File: src/rtl/wb_timer.sv
// RISC-V style machine timer on a Wishbone classic slave port: 64-bit mtime with
// prescaler, 64-bit mtimecmp, level interrupt, and a shadowed MTIME_HI read path.
module wb_timer #(
  parameter int PRESCALE_W = 8
) (
  input  logic        wb_clk_i,
  input  logic        wb_rst_i,
  input  logic [2:0]  wb_adr_i,
  input  logic [31:0] wb_dat_i,
  output logic [31:0] wb_dat_o,
  input  logic        wb_we_i,
  input  logic [3:0]  wb_sel_i,
  input  logic        wb_stb_i,
  output logic        wb_ack_o,
  output logic        irq_o
);

  localparam logic [2:0] ADR_MTIME_LO = 3'd0;
  localparam logic [2:0] ADR_MTIME_HI = 3'd1;
  localparam logic [2:0] ADR_CMP_LO   = 3'd2;
  localparam logic [2:0] ADR_CMP_HI   = 3'd3;
  localparam logic [2:0] ADR_CTRL     = 3'd4;
  localparam logic [2:0] ADR_STATUS   = 3'd5;

  logic [63:0]           r_mtime;
  logic [63:0]           r_mtimecmp;
  logic [31:0]           r_shadow;
  logic [31:0]           r_dat;
  logic                  r_en;
  logic                  r_ie;
  logic [PRESCALE_W-1:0] r_presc;
  logic [PRESCALE_W-1:0] r_pcnt;
  logic                  r_ack;
  logic                  r_irq;
  logic                  r_rst_d;

  logic                  w_accept;
  logic                  w_wr;
  logic                  w_rd;
  logic                  w_match;
  logic                  w_tick;
  logic [31:0]           w_wmask;
  logic [31:0]           w_ctrl;
  logic [31:0]           w_status;
  logic [31:0]           w_rdata;
  logic [31:0]           w_mtime_lo_wr;
  logic [31:0]           w_mtime_hi_wr;
  logic [31:0]           w_cmp_lo_wr;
  logic [31:0]           w_cmp_hi_wr;
  logic                  w_en_wr;
  logic                  w_ie_wr;
  logic [PRESCALE_W-1:0] w_presc_wr;
  logic [PRESCALE_W-1:0] w_pcnt_next;
  logic [63:0]           w_mtime_inc;

  // The first cycle after reset never accepts, so a strobe left over from
  // before reset is dropped rather than acknowledged.
  assign w_accept = wb_stb_i & ~r_ack & ~r_rst_d;
  assign w_wr     = w_accept & wb_we_i & (|wb_sel_i);
  assign w_rd     = w_accept & ~wb_we_i;

  generate
    for (genvar gi = 0; gi < 4; gi++) begin : g_lane_mask
      assign w_wmask[8*gi +: 8] = {8{wb_sel_i[gi]}};
    end
  endgenerate

  assign w_mtime_lo_wr = (r_mtime[31:0]     & ~w_wmask) | (wb_dat_i & w_wmask);
  assign w_mtime_hi_wr = (r_mtime[63:32]    & ~w_wmask) | (wb_dat_i & w_wmask);
  assign w_cmp_lo_wr   = (r_mtimecmp[31:0]  & ~w_wmask) | (wb_dat_i & w_wmask);
  assign w_cmp_hi_wr   = (r_mtimecmp[63:32] & ~w_wmask) | (wb_dat_i & w_wmask);

  assign w_en_wr = wb_sel_i[0] ? wb_dat_i[0] : r_en;
  assign w_ie_wr = wb_sel_i[0] ? wb_dat_i[1] : r_ie;

  generate
    for (genvar gi = 0; gi < PRESCALE_W; gi++) begin : g_presc_wr
      assign w_presc_wr[gi] = wb_sel_i[(8 + gi) / 8] ? wb_dat_i[8 + gi] : r_presc[gi];
    end
  endgenerate

  always_comb begin
    w_ctrl = '0;
    w_ctrl[0] = r_en;
    w_ctrl[1] = r_ie;
    w_ctrl[8 +: PRESCALE_W] = r_presc;
  end

  assign w_match  = (r_mtime >= r_mtimecmp);
  assign w_status = {31'd0, w_match};

  always_comb begin
    w_rdata = '0;
    case (wb_adr_i)
      ADR_MTIME_LO: w_rdata = r_mtime[31:0];
      ADR_MTIME_HI: w_rdata = r_shadow;
      ADR_CMP_LO:   w_rdata = r_mtimecmp[31:0];
      ADR_CMP_HI:   w_rdata = r_mtimecmp[63:32];
      ADR_CTRL:     w_rdata = w_ctrl;
      ADR_STATUS:   w_rdata = w_status;
      default:      w_rdata = '0;
    endcase
  end

  always_comb begin
    w_tick      = 1'b0;
    w_pcnt_next = r_pcnt;
    if (r_en) begin
      if (r_pcnt == r_presc) begin
        w_pcnt_next = '0;
        w_tick      = 1'b1;
      end else begin
        w_pcnt_next = r_pcnt + PRESCALE_W'(1);
      end
    end
  end

  assign w_mtime_inc = r_mtime + {63'd0, w_tick};

  always_ff @(posedge wb_clk_i) begin
    if (wb_rst_i) begin
      r_ack   <= 1'b0;
      r_dat   <= '0;
      r_irq   <= 1'b0;
      r_rst_d <= 1'b1;
    end else begin
      r_ack   <= w_accept;
      r_irq   <= r_ie & w_match;
      r_rst_d <= 1'b0;
      if (w_rd) begin
        r_dat <= w_rdata;
      end else if (w_accept) begin
        r_dat <= '0;
      end
    end
  end

  // A bus write to either mtime half wins over the tick; the other half keeps
  // its pre-increment value and no carry is applied in that cycle.
  always_ff @(posedge wb_clk_i) begin
    if (wb_rst_i) begin
      r_mtime  <= '0;
      r_shadow <= '0;
    end else begin
      if (w_wr && wb_adr_i == ADR_MTIME_LO) begin
        r_mtime <= {r_mtime[63:32], w_mtime_lo_wr};
      end else if (w_wr && wb_adr_i == ADR_MTIME_HI) begin
        r_mtime <= {w_mtime_hi_wr, r_mtime[31:0]};
      end else begin
        r_mtime <= w_mtime_inc;
      end
      if (w_rd && wb_adr_i == ADR_MTIME_LO) begin
        r_shadow <= r_mtime[63:32];
      end
    end
  end

  always_ff @(posedge wb_clk_i) begin
    if (wb_rst_i) begin
      r_mtimecmp <= '1;
      r_en       <= 1'b0;
      r_ie       <= 1'b0;
      r_presc    <= '0;
      r_pcnt     <= '0;
    end else begin
      if (w_wr && wb_adr_i == ADR_CMP_LO) begin
        r_mtimecmp[31:0] <= w_cmp_lo_wr;
      end
      if (w_wr && wb_adr_i == ADR_CMP_HI) begin
        r_mtimecmp[63:32] <= w_cmp_hi_wr;
      end
      if (w_wr && wb_adr_i == ADR_CTRL) begin
        r_en    <= w_en_wr;
        r_ie    <= w_ie_wr;
        r_presc <= w_presc_wr;
        r_pcnt  <= '0;
      end else begin
        r_pcnt  <= w_pcnt_next;
      end
    end
  end

  assign wb_ack_o = r_ack;
  assign wb_dat_o = r_dat;
  assign irq_o    = r_irq;

endmodule
File: config.mk
export PLATFORM = sky130hd
export DESIGN_NAME = wb_timer
export DESIGN_NICKNAME = d
export VERILOG_FILES = /design/src/rtl/wb_timer.sv
export SDC_FILE = /design/constraint.sdc
export NUM_CORES = 1
export LEC_CHECK = 0
export ABC_AREA = 1
export CAP_MARGIN = 5
export CORE_MARGIN = 2
export CORE_UTILIZATION = 60
export DETAILED_ROUTE_END_ITERATION = 12
export PLACE_DENSITY = 0.82
export SLEW_MARGIN = 5
export SYNTH_ARGS = -nofsm -noshare
export SYNTH_HDL_FRONTEND = slang
export SYNTH_SLANG_ARGS = --single-unit
File: constraint.sdc
create_clock -name wb_clk_i -period 3 [get_ports wb_clk_i]
set_input_delay 0.6 -clock wb_clk_i [delete_from_list [all_inputs] [get_ports wb_clk_i]]
set_output_delay 0.6 -clock wb_clk_i [all_outputs]
set_load 0.01 [all_outputs]
== Word-level counts from Yosys, hierarchy flattened ==
Index checks and enable logic that the tools add are counted.

* Register bits: 213
* Input port bits: 43
* Output and inout bits: 34
* Word-level logic and storage cells: 63

* Add/subtract/negate cells: 2
* $lt $le $gt $ge: 1
* Eq/ne operators: 7
* Multiplexer cells: 9
* Bitwise logic cells: 19
* Reductions and logical operators: 12

{| class="wikitable"
|+ Operator list
! kind !! number
|-
| $pmux 32 s6 || 1
|-
| $and 32x32->32 || 5
|-
| $or 32x32->32 || 4
|-
| $mux 32 || 3
|-
| $add 64x1->64 || 1
|-
| $ge 64x64->1 || 1
|-
| $mux 64 || 1
|-
| $not 32->32 || 1
|-
| $add 8x1->8 const B || 1
|-
| $eq 8x8->1 || 1
|-
| $mux 8 || 1
|-
| $and 1x1->1 || 6
|-
| $eq 3x2->1 const B || 2
|-
| $eq 3x3->1 const B || 2
|-
| $logic_and 1x1->1 || 6
|-
| $reduce_and 2->1 || 2
|-
| $reduce_or 4->1 || 1
|-
| $eq 3x1->1 const B || 1
|-
| $logic_not 3->1 || 1
|-
| $mux 1 || 3
|-
| $not 1->1 || 3
|-
| $ne 2x2->1 const B || 1
|-
| $reduce_bool 2->1 || 1
|-
| $reduce_or 2->1 || 1
|}

== Longest topological paths before layout ==
* Depth in word-level cells: 8
* Mapped depth: 19

== Worst setup path before layout ==
No wires, ideal clock.

* Path kind: register -> register
* From: register r_pcnt[4]
* To: register with a tool-made name
* Library setup time: 70 ps
* Arrival: 2507 ps
* Setup slack: 424 ps
* Stages on the path, launching flop included: 18
* Path buffers: 0
* Clock period less this slack: 2576 ps
* Cell sequence: dfxtp_1 > inv_1 > nand2_1 > o2111ai_1 > nor4_1 > ha_1 > ha_1 > nand2_1 > nor2_2 > nand2_2 > nor2_4 > inv_2 > nor3_4 > nand2_2 > nor3_2 > xor2_1 > nand2_1 > a21oi_1

{| class="wikitable"
|+ RTL lines
! what !! RTL line !! RTL
|-
| start, declared || 32 || <nowiki>logic [PRESCALE_W-1:0] r_pcnt;</nowiki>
|-
| start signal, assigned || 178 || <nowiki>r_pcnt <= w_pcnt_next;</nowiki>
|}

==> flow_summary.yaml <==
grt:
  track_usage_pct: 41.5
  antenna_found_initial: 0
  grt_max_degree: 130
  gr-total-overflow: 0
  grt_pass1_wl_mm: 70.6
  grt_pass1_vias: 12998
clock_network:
  cts-root-buf: "clkbuf_16"
  cts_tree: "done"
  clk_path_buf_depth: 3
  clk_latency_ns: 0.53
  h-tree-depth: 1
  clk_pin_slew_ns: 0.06
  clock_sinks: 213
  cts_hold_buf: 0
  numCtsBuffers: 23
route:
  firstDrtPassIters: 7
  dr.first_iter.drc_count: 1550
  routed_wl_mm: 46.7
  ant_nets: 0
  via_per_inst: 6.42
  drc: 0
  post_drt_wl_per_cell_um: 21.7
  vias: 13813
synthesis:
  yosys-top-cells-area: "dfxtp_1, nand2_1, ha_1, a21oi_1, inv_1"
  synth_top_area_share_pct: 34.4
  ys.flop_type: "dfxtp_1"
  synth_cell_types: 51
  synth-compound-area-share_pct: 22.8
  yosys.area_share.simple_pct: 24.9
  synth_edf_count: 0
  synthAdderAreaFrac_pct: 6.77
  yosysSeqAreaShare_pct: 34.4
  avgSynthCellArea_um2: 7.04
  async_flop_share_pct: 0
  netlist_area_um2: 12400
  synth-xor-area-share_pct: 2.40
  muxShareOfSynthArea_pct: 0
  synth_top_family_by_area: "simple AND/OR/NAND/NOR gates"
  synth_fp_nets: 1870
  yosys_warnings: 0
  synth_seq_cells: 213
  yosys.area.top_type: "dfxtp_1"
  postSynthCellCount: 1760
placed_design:
  placed_cells: 2101
  gp_congestion: 1.03
  portBuffers: 76
  dp_hpwl_mm: 33.9
  placed_cell_area_um2: 13700
final_layout:
  final_cell_mix: "nand2_1, dfxtp_1, inv_1"
  n_fill_cell: 1706
  final_common_cell: "nand2_1"
  nets: 1976
  design_area_um2: 14600
  drive_above_1_share_pct: 10.7
  final_cells: 2151
  diodes: 0
  area_growth_pct: 18.0
sta:
  finalSetupViolations: 0
  holdWs_ns: 0.442
  max_slew_margin_pct: 43.5
  timing.fmax_ghz: 0.335
  post-route-period-util_pct: 99.4
  finalCriticalPeriod_ns: 2.98
  worst_pin_slew_ns: 0.848
  fin_skew_ns: 0.00717
  rsz0062_at_grt: "true"
  hold_viol_final: 0
  slew_viol_final: 0
  tns_ns: 0
critical_path:
  reg2reg_slack_ns: 0.02
  cp_cell_sequence: "xnor2_2 -> o2111ai_2 -> nor4_2 -> buf_4 -> ha_4 -> buf_4 -> nand3_2 -> nor2_2 -> nand2_2 -> nor2_4 -> nand2_1 -> nor2_4 -> nand2_1 -> nor2_2 -> xor2_1 -> o21ai_0 -> a21oi_1"
  rr_worst_depth: 17
  cp-start-kind: "flop"
  critical_path.startpoint: "r_presc[5]"
  slowest_stage: "dfxtp_4"
  r2r_start: "r_presc[5]"
  endpoint_kind: "flop"
  worstPathRequired_ns: 3.41
  path_class: "flop to flop"
  crit_arrival_ns: 3.40
  slowest_delay_ns: 0.35
  cp_max_fo: 4
die:
  die-area_um2: 21800
  die_y_um: 148
  ios: 77
  rows: 52
  start_util_pct: 61.2
  core_um2: 20200
  die_w_um: 148
pwr:
  vdd.ir_drop.worst_v: 0.000515
  fin_total_pwr_mw: 6.13
  power_density_nw_per_um2: 419
  p_leak_nw: 6.14
hold_path:
  hold_class: "flop to flop"
  whs_path_depth: 2
status:
  outcome: "finished, final reports clean"
job:
  max_cap_viol_count: 0
timing repair:
item / 4_1_cts / 5_1_grt
endpoints found under the setup margin: 0 / 30
buffers inserted: 0 / 10
gates resized for setup: 0 / 31
metal layers:
metal | vias up | global-route usage, % | share of wire (%)
met1 | 6406 | 53.7 | 38
met5 | - | 0 | 0
li1 | 6225 | - | -
met4 | 0 | 22.3 | 5.9
met2 | 964 | 66.7 | 45
met3 | 218 | 6.45 | 11
stage by stage:
step / utilization, % / setup WS (ns)
6_report: 72.2 / 0.0183
5_1_grt: 72.2 / -0.0944
4_1_cts: 71.3 / 0.00780
3_5_place_dp: 67.7 / 0.0417
3_3_place_gp: 67.7 / 0.111
2_1_floorplan: - / 0.424
area by class of cell:
type,count,area (um^2),area share [%]
Clock inverter,7,70.1,0.479
Timing Repair Buffer,157,1380,9.41
Sequential cell,213,4280,29.3
Inverter,200,752,5.14
Tap cell,270,338,2.31
Clock buffer,33,653,4.47
Multi-Input combinational cell,1271,7150,48.9
logic make-up after synthesis:
family | Yosys count
compound gates | 470
xor+xnor | 34
fa+ha+maj | 67
buf+inv | 276
flops | 213
simple gates | 700
worst max-delay path, delay by kind of cell (launching register included):
family,cells,cell delay [ns]
AOI/OAI and AO/OA,3,0.42
xor gates and xnor gates,2,0.24
adders and majority gates,1,0.15
buffers and inverters,2,0.30
DFF,1,0.35
and+or+nand+nor,9,1.40
cells in the mapped netlist, types with 2 or more instances:
cell and instances:
o211ai_1 8, nand2_4 2, a32o_1 4, nand2_2 4
nor2_2 11, o21ai_0 128, o21a_1 3, nand4_1 24
nor3_4 3, inv_2 17, ha_1 67, a221o_1 2
or2_0 2, a21oi_1 151, a21oi_2 2, a31oi_1 25
nor4_1 4, nand4_2 2, buf_2 18, clkbuf_1 51
xnor2_1 7, a221oi_1 11, nor3b_1 6, nor3_1 35
o221ai_1 69, nand3_1 46, xor2_1 27, inv_1 183
o2111ai_1 2, nor2_4 7, buf_1 2, nand2_1 362
or2_2 6, nor2_1 176, nor3_2 5, buf_6 2
o31ai_1 2, o21ai_1 25, a21o_1 3, dfxtp_1 213
o22ai_1 31, buf_4 3
worst min path at each step:
| stage | startpoint | endpoint | slack [ns] |
|---|---|---|---|
| after global routing | r_ie | irq_o | 0.48 |
| after global placement | r_ie | irq_o | 0.43 |
| after CTS | r_ie | irq_o | 0.44 |
| after floorplan | r_ie | irq_o | 0.42 |
| final | r_ie | irq_o | 0.44 |
| after detailed placement | r_ie | irq_o | 0.44 |
power breakdown:
part / switching [mW] / internal (mW)
registers: 0.0295 / 2.86
logic: 0.298 / 0.158
clock network: 1.19 / 1.60
total: 1.52 / 4.61
Note: power is estimated with default switching activity, not from simulation.
